$ cat src/rtl/nibble_serial_add_ctrl.sv
// Nibble-serial adder sequencer: feeds an external 4-bit adder one nibble per
// cycle, registers the carry between nibbles and presents the result with start/busy/done.
module nibble_serial_add_ctrl #(
  parameter int WIDTH = 16
) (
  input  logic             clk,
  input  logic             rst,
  input  logic             start,
  input  logic [WIDTH-1:0] op_a,
  input  logic [WIDTH-1:0] op_b,
  input  logic             cin,
  output logic             busy,
  output logic             done,
  output logic [WIDTH-1:0] sum,
  output logic             cout,
  output logic             overflow,
  output logic [3:0]       add_a,
  output logic [3:0]       add_b,
  output logic             add_cin,
  input  logic [3:0]       add_s,
  input  logic             add_cout
);

  localparam int NIB  = WIDTH / 4;
  localparam int IDXW = (NIB > 1) ? $clog2(NIB) : 1;
  localparam logic [IDXW-1:0] LAST = IDXW'(NIB - 1);

  typedef enum logic [1:0] {S_IDLE, S_RUN, S_DONE} state_t;

  state_t                state_q, state_d;
  logic [NIB-1:0][3:0]   a_q, a_d;
  logic [NIB-1:0][3:0]   b_q, b_d;
  logic [NIB-1:0][3:0]   acc_q, acc_d;
  logic [NIB-1:0][3:0]   sum_q, sum_d;
  logic [IDXW-1:0]       idx_q, idx_d;
  logic                  carry_q, carry_d;
  logic                  cout_q, cout_d;
  logic                  ovf_q, ovf_d;

  always_comb begin
    state_d = state_q;
    a_d     = a_q;
    b_d     = b_q;
    acc_d   = acc_q;
    sum_d   = sum_q;
    idx_d   = idx_q;
    carry_d = carry_q;
    cout_d  = cout_q;
    ovf_d   = ovf_q;
    add_a   = 4'h0;
    add_b   = 4'h0;
    add_cin = 1'b0;
    case (state_q)
      S_IDLE, S_DONE: begin
        if (start) begin
          a_d     = op_a;
          b_d     = op_b;
          carry_d = cin;
          idx_d   = '0;
          acc_d   = '0;
          state_d = S_RUN;
        end else begin
          state_d = S_IDLE;
        end
      end
      S_RUN: begin
        add_a         = a_q[idx_q];
        add_b         = b_q[idx_q];
        add_cin       = carry_q;
        acc_d[idx_q]  = add_s;
        carry_d       = add_cout;
        idx_d         = idx_q + IDXW'(1);
        // Results are published only here, so RUN never exposes partial sums.
        if (idx_q == LAST) begin
          state_d = S_DONE;
          sum_d   = acc_d;
          cout_d  = add_cout;
          ovf_d   = (a_q[NIB-1][3] == b_q[NIB-1][3]) &&
                    (acc_d[NIB-1][3] != a_q[NIB-1][3]);
        end
      end
      default: state_d = S_IDLE;
    endcase
  end

  always_ff @(posedge clk) begin
    if (rst) begin
      state_q <= S_IDLE;
      a_q     <= '0;
      b_q     <= '0;
      acc_q   <= '0;
      sum_q   <= '0;
      idx_q   <= '0;
      carry_q <= 1'b0;
      cout_q  <= 1'b0;
      ovf_q   <= 1'b0;
    end else begin
      state_q <= state_d;
      a_q     <= a_d;
      b_q     <= b_d;
      acc_q   <= acc_d;
      sum_q   <= sum_d;
      idx_q   <= idx_d;
      carry_q <= carry_d;
      cout_q  <= cout_d;
      ovf_q   <= ovf_d;
    end
  end

  assign busy     = (state_q == S_RUN);
  assign done     = (state_q == S_DONE);
  assign sum      = sum_q;
  assign cout     = cout_q;
  assign overflow = ovf_q;

endmodule

$ cat config.mk
export PLATFORM = sky130hd
export DESIGN_NAME = nibble_serial_add_ctrl
export DESIGN_NICKNAME = d
export VERILOG_FILES = /design/src/rtl/nibble_serial_add_ctrl.sv
export SDC_FILE = /design/constraint.sdc
export NUM_CORES = 1
export LEC_CHECK = 0
export CAP_MARGIN = 5
export CELL_PAD_IN_SITES_DETAIL_PLACEMENT = 1
export CELL_PAD_IN_SITES_GLOBAL_PLACEMENT = 1
export CORE_MARGIN = 5
export CORE_UTILIZATION = 33
export DETAILED_ROUTE_END_ITERATION = 10
export HOLD_SLACK_MARGIN = 0.03
export PLACE_DENSITY_LB_ADDON = 0.08
export SLEW_MARGIN = 20
export SYNTH_ARGS = -nofsm -noshare
export SYNTH_HDL_FRONTEND = slang
export SYNTH_SLANG_ARGS = --single-unit
$ cat constraint.sdc
create_clock -name clk -period 1.7 [get_ports clk]
set_input_delay 0.51 -clock clk [delete_from_list [all_inputs] [get_ports clk]]
set_output_delay 0.51 -clock clk [all_outputs]
set_load 0.005 [all_outputs]
# Yosys cells after proc, flatten, opt, wreduce, memory -nomap -nowiden
# Index checks and enable logic that the tools add are counted.
[word_totals] in_bits=41 output_inout_bits=29 ff_bits=71 elab_cells=58
[op_classes] reduce_logical=8 n_lt_le_gt_ge=2 mux=19 addsub=1 n_eq_ne=7
[ops] op="16-bit case mux with 2 select lines" n=1
[ops] op="4-bit 2-to-1 mux" n=5
[ops] op="4-bit binary-select mux with 2-bit select" n=2
[ops] op="16-bit bitwise mux" n=1
[ops] op="16-bit 2-to-1 mux" n=1
[ops] op="4-bit demux with 2-bit select" n=1
[ops] op="2-bit case mux with 2 select lines" n=2
[ops] op="2-bit AND reduction" n=3
[ops] op="2-bit == test, second input constant" n=2
[ops] op="2-bit 2-to-1 mux" n=2
[ops] op="2-bit by 3-bit < comparator with 1-bit output, second input constant" n=1
[ops] op="1-bit 2-to-1 mux" n=3
[ops] op="2-bit by 1-bit adder with 2-bit output, second input constant" n=1
[ops] op="2-bit by 1-bit == test with 1-bit output, second input constant" n=1
[ops] op="2-bit by 1-bit greater-or-equal comparator with 1-bit output, second input constant" n=1
[ops] op="1-bit logical AND" n=2
[ops] op="2-bit zero test" n=1
[ops] op="2-bit by 1-bit inequality test with 1-bit output, second input constant" n=1
[ops] op="2-bit inequality test, second input constant" n=1
[ops] op="1-bit case mux with 2 select lines" n=1
[ops] op="2-bit nonzero test" n=1
[ops] op="2-bit OR reduction" n=1
[ops] op="1-bit == test" n=1
[ops] op="1-bit inequality test" n=1

# Longest topological paths before layout
[logic_depth] word_depth=7 mapped_depth=7 ltp_nobuf=5

# Least setup slack after synthesis
# No wires, ideal clock.
[synth_timing] path_kind="reg2out" from="register idx_q[0]" to="output port add_b[3]" path_stages_with_launch=4 arrival_time_ns=1.265 path_buffers=1 required_ns=1.190 slack_ns=-0.075 cell_sequence="dfxtp_1 > buf_4 > mux4_2 > and2_1"
[synth_via] elab_chain_cells=3
[synth_lines] element="start: declaration" line_no="35" source="logic [IDXW-1:0] idx_q, idx_d;"
[synth_lines] element="start signal: assignment" line_no="103" source="idx_q <= idx_d;"
[synth_lines] element="4-bit binary-select mux with 2-bit select" line_no="68" source="add_b = b_q[idx_q];"
[synth_lines] element="4-bit 2-to-1 mux (implied by the code)" line_no="68"
[synth_lines] element="4-bit 2-to-1 mux" line_no="53" source="case (state_q)"
[synth_lines] element="end: declaration" line_no="18" source="output logic [3:0] add_b,"
# Every way passes these cells. The select of a mux whose other input is x is not followed.

# Worst setup path in the final report
[layout_timing] from="register idx_q[0]" to="output port add_a[3]"
[layout_via] elab_chain_cells=3
[layout_lines] element="4-bit binary-select mux with 2-bit select" line_no="67" source="add_a = a_q[idx_q];"
[layout_lines] element="4-bit 2-to-1 mux (implied by the code)" line_no="67"
[layout_lines] element="4-bit 2-to-1 mux" line_no="53"
[layout_lines] element="end: declaration" line_no="17" source="output logic [3:0] add_a,"
# Every way passes these cells. The select of a mux whose other input is x is not followed.

==> run summary <==
status: finished, violations left
failing checks: negative setup slack
Critical Path AT: 1570 ps
Pre-antenna DRT Iters: 4
Final WS setup: -380 ps
Residual DRC: 0
Cells after DPL: 502
Hold Vio Cnt, Final: 0
critical path class: flop to output port
number of I/O pins: 70
number of vias per cell: 4.91
clk_skew: 8.76 ps
die width: 103 µm
Slew headroom: 0.751
total power: 3.43 mW
largest net degree at the start of global routing: 43
Syn Area/Cell: 8.87 µm²
CP Capture Type: output port
Placed Area: 0.00384 mm²
Hold WC Path Type: flop to flop
vias in the first global route: 2,625
RSZ-0062 raised after global routing: yes
register clock-pin slew on the reported worst setup and hold paths: 60 ps
Mapped Cells: 322
Detailed Route WL: 8100 µm
CP startpoint kind: flop
CTS max path bufs: 2
YS warnings: 0
worst skew pair latency: 330 ps
flops & latches, synth: 68
worst vdd ir: 377 µV
P&R area growth vs syn: 46.8%
Detail Placement HPWL: 5650 µm
H-tree Lvls: 3
first-pass GRT wire length: 12,900 µm
vias after detailed routing: 2,567
R2R setup slack: 30 ps
Worst-Margin Slew: 363 ps
Hold Buf Count CTS: 0
clock root buffer: clkbuf_8
Die ar.: 0.0106 mm²
# port buffers: 69
Post-Syn Nets: 368
Initial Util: 0.333
Total Nets Final: 458
Pleak: 1.81 nW
Max Cap Violations: 0
fmax: 481 MHz
n_diodes: 0
fraction of layout instances using a drive strength above 1: 0.241
Cell Rows: 34
fin cells: 523
synth unique cells: 24
Mapped Area: 0.00286 mm²
total CTS buffers: 9
Sink Count: 68
final period utilization: 1.22
core box area: 0.00859 mm²
CTS tree: yes
initial DRC count: 51
Final Max Slew Viols: 0
CP Max Fanout: 5
most frequent cells in the layout: nand2_1, dfxtp_1, clkdlybuf4s50_1
chip height: 103 µm
gpl congestion: 0.729
Final min period: 2080 ps
Final setup viols: 8
commonest non-fill, non-tap cell in the layout: nand2_1
Routed Antenna Nets: 0
drt wl/cell: 15.5 µm
initial antenna violation count: 0
Seq/Total Area, Yosys: 0.476
global route total overflow: 0
Global Route Usage Sum: 0.159
CP Data Required Time: 1190 ps
power per standard cell area: 816 mW/mm²
Finished Cell Area: 0.00420 mm²
## area by class of cell
class / instances / area, µm²
Multi-Input combinational cell: 223 / 1420
Inverter: 3 / 16.3
Clock inverter: 2 / 10.0
Fill cell: 988 / 4400
Timing Repair Buffer: 107 / 1080
Clock buffer: 12 / 165
Tap cell: 108 / 135
Sequential cell: 68 / 1370
## what timing repair did
action,CTS,global route
setup buffers,6,2
pin swaps,10,0
endpoints found under the setup margin,29,39
gates resized for setup,72,32
## cells by family after synthesis
kind of cell | synth area share
compound gates | 0.148
fa+ha+maj | 0.0219
mux | 0.120
buf+inv | 0.0503
simple gates | 0.183
flops | 0.476
## routing by layer
layer  global-route usage  share of wire
met1                0.216           0.48
met2                0.250           0.46
met3               0.0359          0.047
met4               0.0518          0.013
met5                    0              0
## power breakdown
part,leakage (nW),total (mW),internal [mW],switching (mW)
sequential,0.558,1.69,1.65,0.0326
combinational,1.16,0.554,0.300,0.254
clock,0.0941,1.18,0.628,0.556
total,1.81,3.43,2.58,0.842
## through the flow
stage / worst slack, ps / setup TNS [ps] / hold WS (ps) / util
2_1_floorplan: 14.4 / 0 / 433 / -
3_3_place_gp: -380 / -8540 / 441 / 0.447
3_5_place_dp: -410 / -9750 / 446 / 0.447
4_1_cts: -407 / -3070 / 456 / 0.476
5_1_grt: -440 / -3360 / 473 / 0.488
6_report: -380 / -2810 / 455 / 0.488
## cell usage after synthesis
master | n | share of area
a21oi_1 | 38 | 0.067
nand3_1 | 1 | 0.0017
nor2b_1 | 2 | 0.0044
buf_4 | 3 | 0.0079
a32oi_1 | 12 | 0.037
a311oi_2 | 1 | 0.0053
ha_1 | 5 | 0.022
buf_2 | 13 | 0.023
clkbuf_1 | 12 | 0.016
nor2_1 | 37 | 0.049
inv_1 | 2 | 0.0026
inv_2 | 1 | 0.0013
dfxtp_1 | 68 | 0.48
nand2_1 | 75 | 0.099
and2_1 | 9 | 0.020
or3_1 | 1 | 0.0022
mux2i_1 | 15 | 0.053
and3b_1 | 1 | 0.0031
a211oi_1 | 13 | 0.034
a311oi_1 | 1 | 0.0031
nand2b_1 | 2 | 0.0044
mux4_2 | 8 | 0.063
a22oi_1 | 1 | 0.0026
mux2i_2 | 1 | 0.0048
## path summary, 6_finish.rpt
path | start | end | cells after the start
worst max-delay path | idx_q[0] | add_a[3] | 4
worst min-delay path | a_q[1] | a_q[1] | 2
worst max register to register | idx_q[1] | overflow | 6
worst min register to register | a_q[1] | a_q[1] | 2
## sequential cells by signal (all words and copies together), names as in the netlist
| register | flops |
|---|---|
| overflow | 1 |
| b_q | 16 |
| sum | 16 |
| cout | 1 |
| idx_q | 2 |
| a_q | 16 |
| acc_q | 13 |
| state_q | 2 |
| carry_q | 1 |
## critical path, cell delays in order, from the launching register on
cell,delay [ps]
dfxtp_4,370
buf_12,120
mux4_2,490
and2_4,160
buf_6,110
Note: power is estimated with default switching activity, not from simulation.
